[config.mk]
export PLATFORM = sky130hd
export DESIGN_NAME = updown_gray_counter_system
export DESIGN_NICKNAME = d
export VERILOG_FILES = /design/src/rtl/updown_gray_counter_system.sv
export SDC_FILE = /design/constraint.sdc
export NUM_CORES = 1
export LEC_CHECK = 0
export ABC_AREA = 1
export CAP_MARGIN = 25
export CELL_PAD_IN_SITES_DETAIL_PLACEMENT = 0
export CELL_PAD_IN_SITES_GLOBAL_PLACEMENT = 1
export CORE_MARGIN = 1
export CORE_UTILIZATION = 36
export DETAILED_ROUTE_END_ITERATION = 8
export HOLD_SLACK_MARGIN = 0.12
export PLACE_DENSITY = 0.77
export SLEW_MARGIN = 5
export SYNTH_ARGS = -nofsm -noshare
export SYNTH_HDL_FRONTEND = slang
export SYNTH_SLANG_ARGS = --single-unit
[constraint.sdc]
create_clock -name clk -period 1.3 [get_ports clk]
set_input_delay 0.39 -clock clk [delete_from_list [all_inputs] [get_ports clk]]
set_output_delay 0.39 -clock clk [all_outputs]
set_load 0.05 [all_outputs]
[src/rtl/updown_gray_counter_system.sv]
// updown_gray_counter_system
//   Two debounced push-buttons drive an N-bit up/down counter with optional
//   hold-to-repeat, a wrap-or-saturate boundary policy and a Gray/binary LED
//   display selectable at run time.
//
// Ports
//   clk        system clock, all state on rising edge
//   rst        synchronous, active-high reset
//   btn_up     raw asynchronous up button, active high
//   btn_dn     raw asynchronous down button, active high
//   mode_gray  1: leds show Gray code of count, 0: leds show binary count
//   wrap_en    1: wrap at the boundaries, 0: saturate
//   leds       display value (combinational from count_bin)
//   count_bin  registered binary count
//   step_evt   one-cycle pulse for each cycle in which count_bin changed
//
// Handshake: there is no valid/ready interface; each button path produces a
// single-cycle registered request (req) that the counter consumes in the
// very next cycle with no back-pressure.

// Per-button path: synchroniser, debouncer, press detect and auto-repeat.
//   clk, rst  as above
//   raw       raw asynchronous button level
//   req       registered one-cycle step request
module updown_gray_btn #(
  parameter int DELAY       = 4,
  parameter int REPEAT      = 0,
  parameter int SYNC_STAGES = 2
) (
  input  logic clk,
  input  logic rst,
  input  logic raw,
  output logic req
);

  localparam int CW = (DELAY > 1) ? $clog2(DELAY) : 1;

  logic [SYNC_STAGES-1:0] sync_q;
  logic [SYNC_STAGES-1:0] vld_q;
  logic                   level;
  logic                   armed;
  logic [CW-1:0]          db_cnt;
  logic [CW-1:0]          low_cnt;
  logic                   s;
  logic                   vld;
  logic                   differ;
  logic                   accept;
  logic                   rise;
  logic                   fire;

  assign s      = sync_q[SYNC_STAGES-1];
  // vld marks that the synchroniser holds a real sample, not reset fill.
  assign vld    = vld_q[SYNC_STAGES-1];
  assign differ = s ^ level;
  assign accept = differ && (db_cnt == CW'(DELAY - 1));
  assign rise   = accept && !level;

  always_ff @(posedge clk) begin
    if (rst) begin
      sync_q  <= '0;
      vld_q   <= '0;
      level   <= 1'b0;
      armed   <= 1'b0;
      db_cnt  <= '0;
      low_cnt <= '0;
      req     <= 1'b0;
    end else begin
      sync_q <= {sync_q[SYNC_STAGES-2:0], raw};
      vld_q  <= {vld_q[SYNC_STAGES-2:0], 1'b1};

      if (!differ) begin
        db_cnt <= '0;
      end else if (accept) begin
        db_cnt <= '0;
        level  <= ~level;
      end else begin
        db_cnt <= db_cnt + 1'b1;
      end

      // A button held through reset must be seen released (DELAY real low
      // samples while the accepted level is low) before presses count.
      if (vld && !s && !level) begin
        if (low_cnt == CW'(DELAY - 1)) armed <= 1'b1;
        else                           low_cnt <= low_cnt + 1'b1;
      end else begin
        low_cnt <= '0;
      end

      req <= armed & (rise | fire);
    end
  end

  if (REPEAT > 0) begin : g_rep
    localparam int RW = (REPEAT > 1) ? $clog2(REPEAT) : 1;
    logic [RW-1:0] rep_cnt;

    // Counts cycles since acceptance (or since the last repeat) while held.
    always_ff @(posedge clk) begin
      if (rst) begin
        rep_cnt <= '0;
      end else if (!level || rep_cnt == RW'(REPEAT - 1)) begin
        rep_cnt <= '0;
      end else begin
        rep_cnt <= rep_cnt + 1'b1;
      end
    end

    assign fire = level && (rep_cnt == RW'(REPEAT - 1));
  end else begin : g_norep
    assign fire = 1'b0;
  end

endmodule

module updown_gray_counter_system #(
  parameter int N           = 4,
  parameter int DELAY       = 4,
  parameter int REPEAT      = 0,
  parameter int SYNC_STAGES = 2
) (
  input  logic         clk,
  input  logic         rst,
  input  logic         btn_up,
  input  logic         btn_dn,
  input  logic         mode_gray,
  input  logic         wrap_en,
  output logic [N-1:0] leds,
  output logic [N-1:0] count_bin,
  output logic         step_evt
);

  localparam logic [N-1:0] MAX = '1;

  logic up_req;
  logic dn_req;

  updown_gray_btn #(
    .DELAY       (DELAY),
    .REPEAT      (REPEAT),
    .SYNC_STAGES (SYNC_STAGES)
  ) u_up (
    .clk (clk),
    .rst (rst),
    .raw (btn_up),
    .req (up_req)
  );

  updown_gray_btn #(
    .DELAY       (DELAY),
    .REPEAT      (REPEAT),
    .SYNC_STAGES (SYNC_STAGES)
  ) u_dn (
    .clk (clk),
    .rst (rst),
    .raw (btn_dn),
    .req (dn_req)
  );

  // Simultaneous requests cancel; step_evt only when the value really moves.
  always_ff @(posedge clk) begin
    if (rst) begin
      count_bin <= '0;
      step_evt  <= 1'b0;
    end else begin
      step_evt <= 1'b0;
      if (up_req && !dn_req) begin
        if (count_bin != MAX) begin
          count_bin <= count_bin + 1'b1;
          step_evt  <= 1'b1;
        end else if (wrap_en) begin
          count_bin <= '0;
          step_evt  <= 1'b1;
        end
      end else if (dn_req && !up_req) begin
        if (count_bin != '0) begin
          count_bin <= count_bin - 1'b1;
          step_evt  <= 1'b1;
        end else if (wrap_en) begin
          count_bin <= MAX;
          step_evt  <= 1'b1;
        end
      end
    end
  end

  assign leds = mode_gray ? (count_bin ^ (count_bin >> 1)) : count_bin;

endmodule

# [Word level (Yosys, flattened, before mapping)]
# Cells that the tools add are included.
[totals] regBits=27 inputBits=6
[classes] n_addsub=6 n_eq_ne=6 n_mux=14 bitwise=11 n_reduce_logical=28
[ops] op="two-way mux 4 bit" n=7
[ops] op="logical AND 1 bit" n=10
[ops] op="adder 2 x 1 -> 2 bit (second input constant)" n=4
[ops] op="equality test 2 bit (second input constant)" n=4
[ops] op="AND reduction 2 bit" n=4
[ops] op="two-way mux 1 bit" n=7
[ops] op="logical NOT 1 bit" n=6
[ops] op="NOT 1 bit" n=6
[ops] op="OR reduction 3 bit" n=2
[ops] op="adder 4 x 1 -> 4 bit (second input constant)" n=1
[ops] op="!= test 4 bit (second input constant)" n=1
[ops] op="nonzero test 4 bit" n=1
[ops] op="OR reduction 2 bit" n=2
[ops] op="subtractor 4 x 1 -> 4 bit (second input constant)" n=1
[ops] op="bitwise XOR 4 x 3 -> 4 bit" n=1
[ops] op="!= test 3 x 2 -> 1 bit (second input constant)" n=1
[ops] op="AND reduction 3 bit" n=1
[ops] op="nonzero test 3 bit" n=1
[ops] op="AND 1 bit" n=2
[ops] op="nonzero test 2 bit" n=1
[ops] op="bitwise XOR 1 bit" n=2

# [Logic depth before layout (Yosys ltp)]
[logic_depth] word_depth=5 depth_mapped=9 ltp_nobuf=9

# [Modules after synthesis]
# From an unflattened synthesis, not the netlist that was laid out.
[hier_totals] cells_unflattened=169 area_unflattened_um2=1302.5
[by_module_without_submodules] module="updown_gray_btn" instances=2 cells_per_inst=45 area_per_inst_um2=390.4
[by_module_without_submodules] module="updown_gray_counter_system" instances=1 cells_per_inst=79 area_per_inst_um2=521.8

# [Worst setup path before layout]
# OpenSTA, ideal clock, no wires.
[synth_path] path_kind="flip-flop to output port" start="register count_bin[2]" end="output leds[2]" arrival_ns=2.049 required_ns=0.910 setup_slack_ns=-1.139 stages_incl_launch_ff=3 path_buffers=0 cell_sequence="dfxtp_1 > inv_1 > o21ai_0"
[synth_via] elab_chain_len=2
[synth_rtl] element="from (decl)" line_no="128" rtl="output logic [N-1:0] count_bin,"
[synth_rtl] element="from (signal assigned)" line_no="168" rtl="count_bin <= count_bin + 1'b1;"
[synth_rtl] element="from (signal assigned)" line_no="176" rtl="count_bin <= count_bin - 1'b1;"
[synth_rtl] element="bitwise XOR 4 x 3 -> 4 bit" line_no="186" rtl="assign leds = mode_gray ? (count_bin ^ (count_bin >> 1)) : count_bin;"
[synth_rtl] element="two-way mux 4 bit *" line_no="186"
[synth_rtl] element="to (decl)" line_no="127" rtl="output logic [N-1:0] leds,"
# Every way passes the cells marked *; elsewhere a longest branch is shown, timed or not.

# [Worst setup path after layout]
[layout_path] start="register count_bin[1]" end="output leds[0]"
[layout_via] elab_chain_len=2
[layout_rtl] element="bitwise XOR 4 x 3 -> 4 bit" line_no="186"
[layout_rtl] element="two-way mux 4 bit" line_no="186"
# Every way passes these cells.

==> flow_metrics.tcl <==
set metrics [dict create \
    grt.total_usage_pct 16.8 \
    drc 0 \
    place.gp.congestion 0.736 \
    regArea_um2 517 \
    netlist_top_cells_count "25 x dfxtp_1, 25 x nand2_1, 22 x inv_1, 22 x nor2_1, 13 x ha_1" \
    cap_violations 0 \
    multi_input_area_um2 728 \
    r2r_start "count_bin[1]" \
    vias 1082 \
    postPlaceCellArea_mm2 0.00172 \
    first_pass_iters 4 \
    ys_ff_latch 25 \
    dp_hpwl_um 1990 \
    synth_cell_types 22 \
    first_iter_violations 21 \
    start_util_pct 38.7 \
    worstSetupPathType "reg2out" \
    hp-start "u_dn.vld_q[0]" \
    max-vdd-ir-drop_mv 1.05 \
    worst_slack_ns -0.386 \
    cts_max_path_buffers 2 \
    synth.cell_area_mm2 0.00121 \
    antenna_found_initial 0 \
    ys.flop_type "dfxtp_1" \
    max_slew_margin_pct 86.4 \
    avgViaCountPerCell 4.51 \
    drive_above_1_share_pct 37.8 \
    num-nets-final 216 \
    slowest_delay_ns 0.40 \
    diodes 0 \
    synth_edf_count 0 \
    fin_skew_ns 0.00574 \
    avgSynthCellArea_um2 7.86 \
    synth_area_leaders "dfxtp_1 41%, ha_1 13%, nand2_1 7.7%" \
    finalHoldViolations 0 \
    synth_top_area_cell "dfxtp_1" \
    setup_tns_ns -1.92 \
    wl_per_cell_um 10.9 \
    die_w_um 60 \
    cts-root-buf "clkbuf_4" \
    r2r-end "count_bin[3]" \
    reg2reg_slack_ns -0.08 \
    crit_fanout 4 \
    synth_nets 173 \
    io_pins 15 \
    p_total_mw 1.21 \
    yosys_warnings 0 \
    ant_nets 0 \
    clk_pin_slew_worst_paths_ns 0.14 \
    hold_buffers 0 \
    die_h_um 60 \
    synthArstFlopShare_pct 0 \
    cp-endpoint "leds[0]" \
    dieArea_mm2 0.00360 \
    start_kind "flip-flop" \
    power_density_mw_per_mm2 639 \
    fillers 265 \
    areaGrowthSynthToFinish_pct 56.8 \
    hp-class "reg2reg" \
    grt_pass1_vias 1058 \
    numCtsBuffers 3 \
    coreArea_mm2 0.00313 \
    setup_viol 12 \
    required_ns 0.91 \
    overflow 0 \
    yosysTopAreaCellShare_pct 41.3 \
    path_cells "inv_6 > ha_4 > nand2_4 > o21ai_4 > buf_12" \
    end_kind "output port" \
    stdcell_area_mm2 0.00190 \
    htreeDepth 1 \
    ys_seq_area_share_pct 41.3 \
    portBuffers 14 \
    violations "setup timing" \
    grt_max_degree 17 \
    grt_pass1_wl_um 4490 \
    leakagePower_nw 0.858 \
    worstPathArrival_ns 1.30 \
    finalCritPeriodShare_pct 130 \
    rsz0062_at_grt "yes" \
    syn_inst 154 \
    wl_um 2610 \
    worst_pin_slew_ns 0.203 \
    std_cell_rows 20 \
    min_period_ns 1.69 \
    fmax_ghz 0.593 \
    cp_slowest_cell "dfxtp_4" \
    outcome "finished with violations" \
    cts_tree "done" \
    cts_sinks 25 \
    drv_slew 0 \
    rr_worst_depth 8 \
    cp-startpoint "count_bin[1]" \
    clock_latency_ns 0.32 \
]
## worst max-delay path: cells and delay by family (launching register included)
family | cells | cell delay, ns
simple gates | 1 | 0.05
fa+ha+maj | 1 | 0.27
compound gates | 1 | 0.06
flops | 1 | 0.40
buf+inv | 2 | 0.20
## area by class of cell
cell class | count | area share (%)
Inverter | 24 | 5.53
Tap cell | 44 | 2.90
Sequential cell | 25 | 27.2
Clock buffer | 3 | 1.19
Timing Repair Buffer | 40 | 24.4
Clock inverter | 1 | 0.461
Multi-Input combinational cell | 103 | 38.3
## metrics by stage
| stage | hold WS, ns | util [%] | worst slack, ns | std cells |
|---|---|---|---|---|
| floorplan | 0.388 | - | -0.0921 | 154 |
| global placement | 0.390 | 54.9 | -0.407 | 227 |
| detailed placement | 0.393 | 54.9 | -0.427 | 227 |
| CTS | 0.413 | 59.6 | -0.410 | 237 |
| global route | 0.435 | 60.7 | -0.448 | 240 |
| finish | 0.411 | 60.7 | -0.386 | 240 |
## power by group
part	internal [mW]	switching (mW)
Combinational	0.0302	0.0375
Clock	0.125	0.241
Sequential	0.772	0.00787
Total	0.927	0.287
## layer usage
metal	vias to the layer above	global-route usage (%)	wire [um]
li1	574	-	-
met1	487	18.8	1100
met2	19	31.3	1420
met3	2	4.11	85
met4	0	4.32	10
met5	-	0	0
## registers in the layout, indices dropped and copies added, names as in the netlist
register	count
u_dn.low_cnt	2
u_up.db_cnt	2
u_dn.armed	1
u_up.req	1
u_dn.level	1
u_up.level	1
u_dn.sync_q	2
u_dn.vld_q	2
step_evt	1
u_up.sync_q	2
u_dn.db_cnt	2
u_up.low_cnt	2
u_up.armed	1
count_bin	4
u_dn.req	1
## cell usage in the layout, fill, tap and decap left out
cell / count
ha_1: 6
xnor2_1: 1
dfxtp_4: 4
buf_4: 18
inv_6: 3
nand2_2: 6
inv_1: 18
o211ai_1: 1
buf_6: 7
nor2_4: 1
ha_2: 4
nor3_1: 2
clkbuf_4: 3
nand2_1: 18
nand3_1: 9
o21ai_0: 5
a21oi_1: 6
o22ai_1: 2
o21ai_1: 2
dfxtp_2: 1
xor2_1: 4
nand2_4: 3
o21ai_4: 3
inv_4: 2
ha_4: 3
nand3_4: 1
clkdlybuf4s50_1: 4
a21oi_2: 1
nand3b_1: 2
dfxtp_1: 20
dlygate4sd2_1: 1
nor2_2: 1
o21ai_2: 1
inv_2: 2
buf_12: 10
nor2_1: 21
## kinds of logic (layout without fill, tap and decap cells)
logic type | after synthesis | count (layout) | synth area share [%]
flops | 25 | 25 | 41.3
simple gates | 64 | 64 | 23.8
compound gates | 21 | 21 | 9.40
buf+inv | 26 | 68 | 8.47
xor+xnor | 5 | 5 | 3.62
fa+ha+maj | 13 | 13 | 13.4
## how the worst min path moves through the flow
stage | endpoint | cells past startpoint
3_3_place_gp | u_dn.vld_q[1] | 2
3_5_place_dp | u_dn.vld_q[1] | 2
4_1_cts | u_dn.vld_q[1] | 2
2_1_floorplan | u_dn.sync_q[1] | 2
6_report | u_dn.vld_q[1] | 2
5_1_grt | u_dn.vld_q[1] | 2
## timing repair
item | 4_1_cts | 5_1_grt
pin swaps | 8 | 6
buffers inserted | 6 | 3
setup endpoints to repair | 12 | 13
resized for setup | 19 | 6
(Power assumes the default switching activity.)
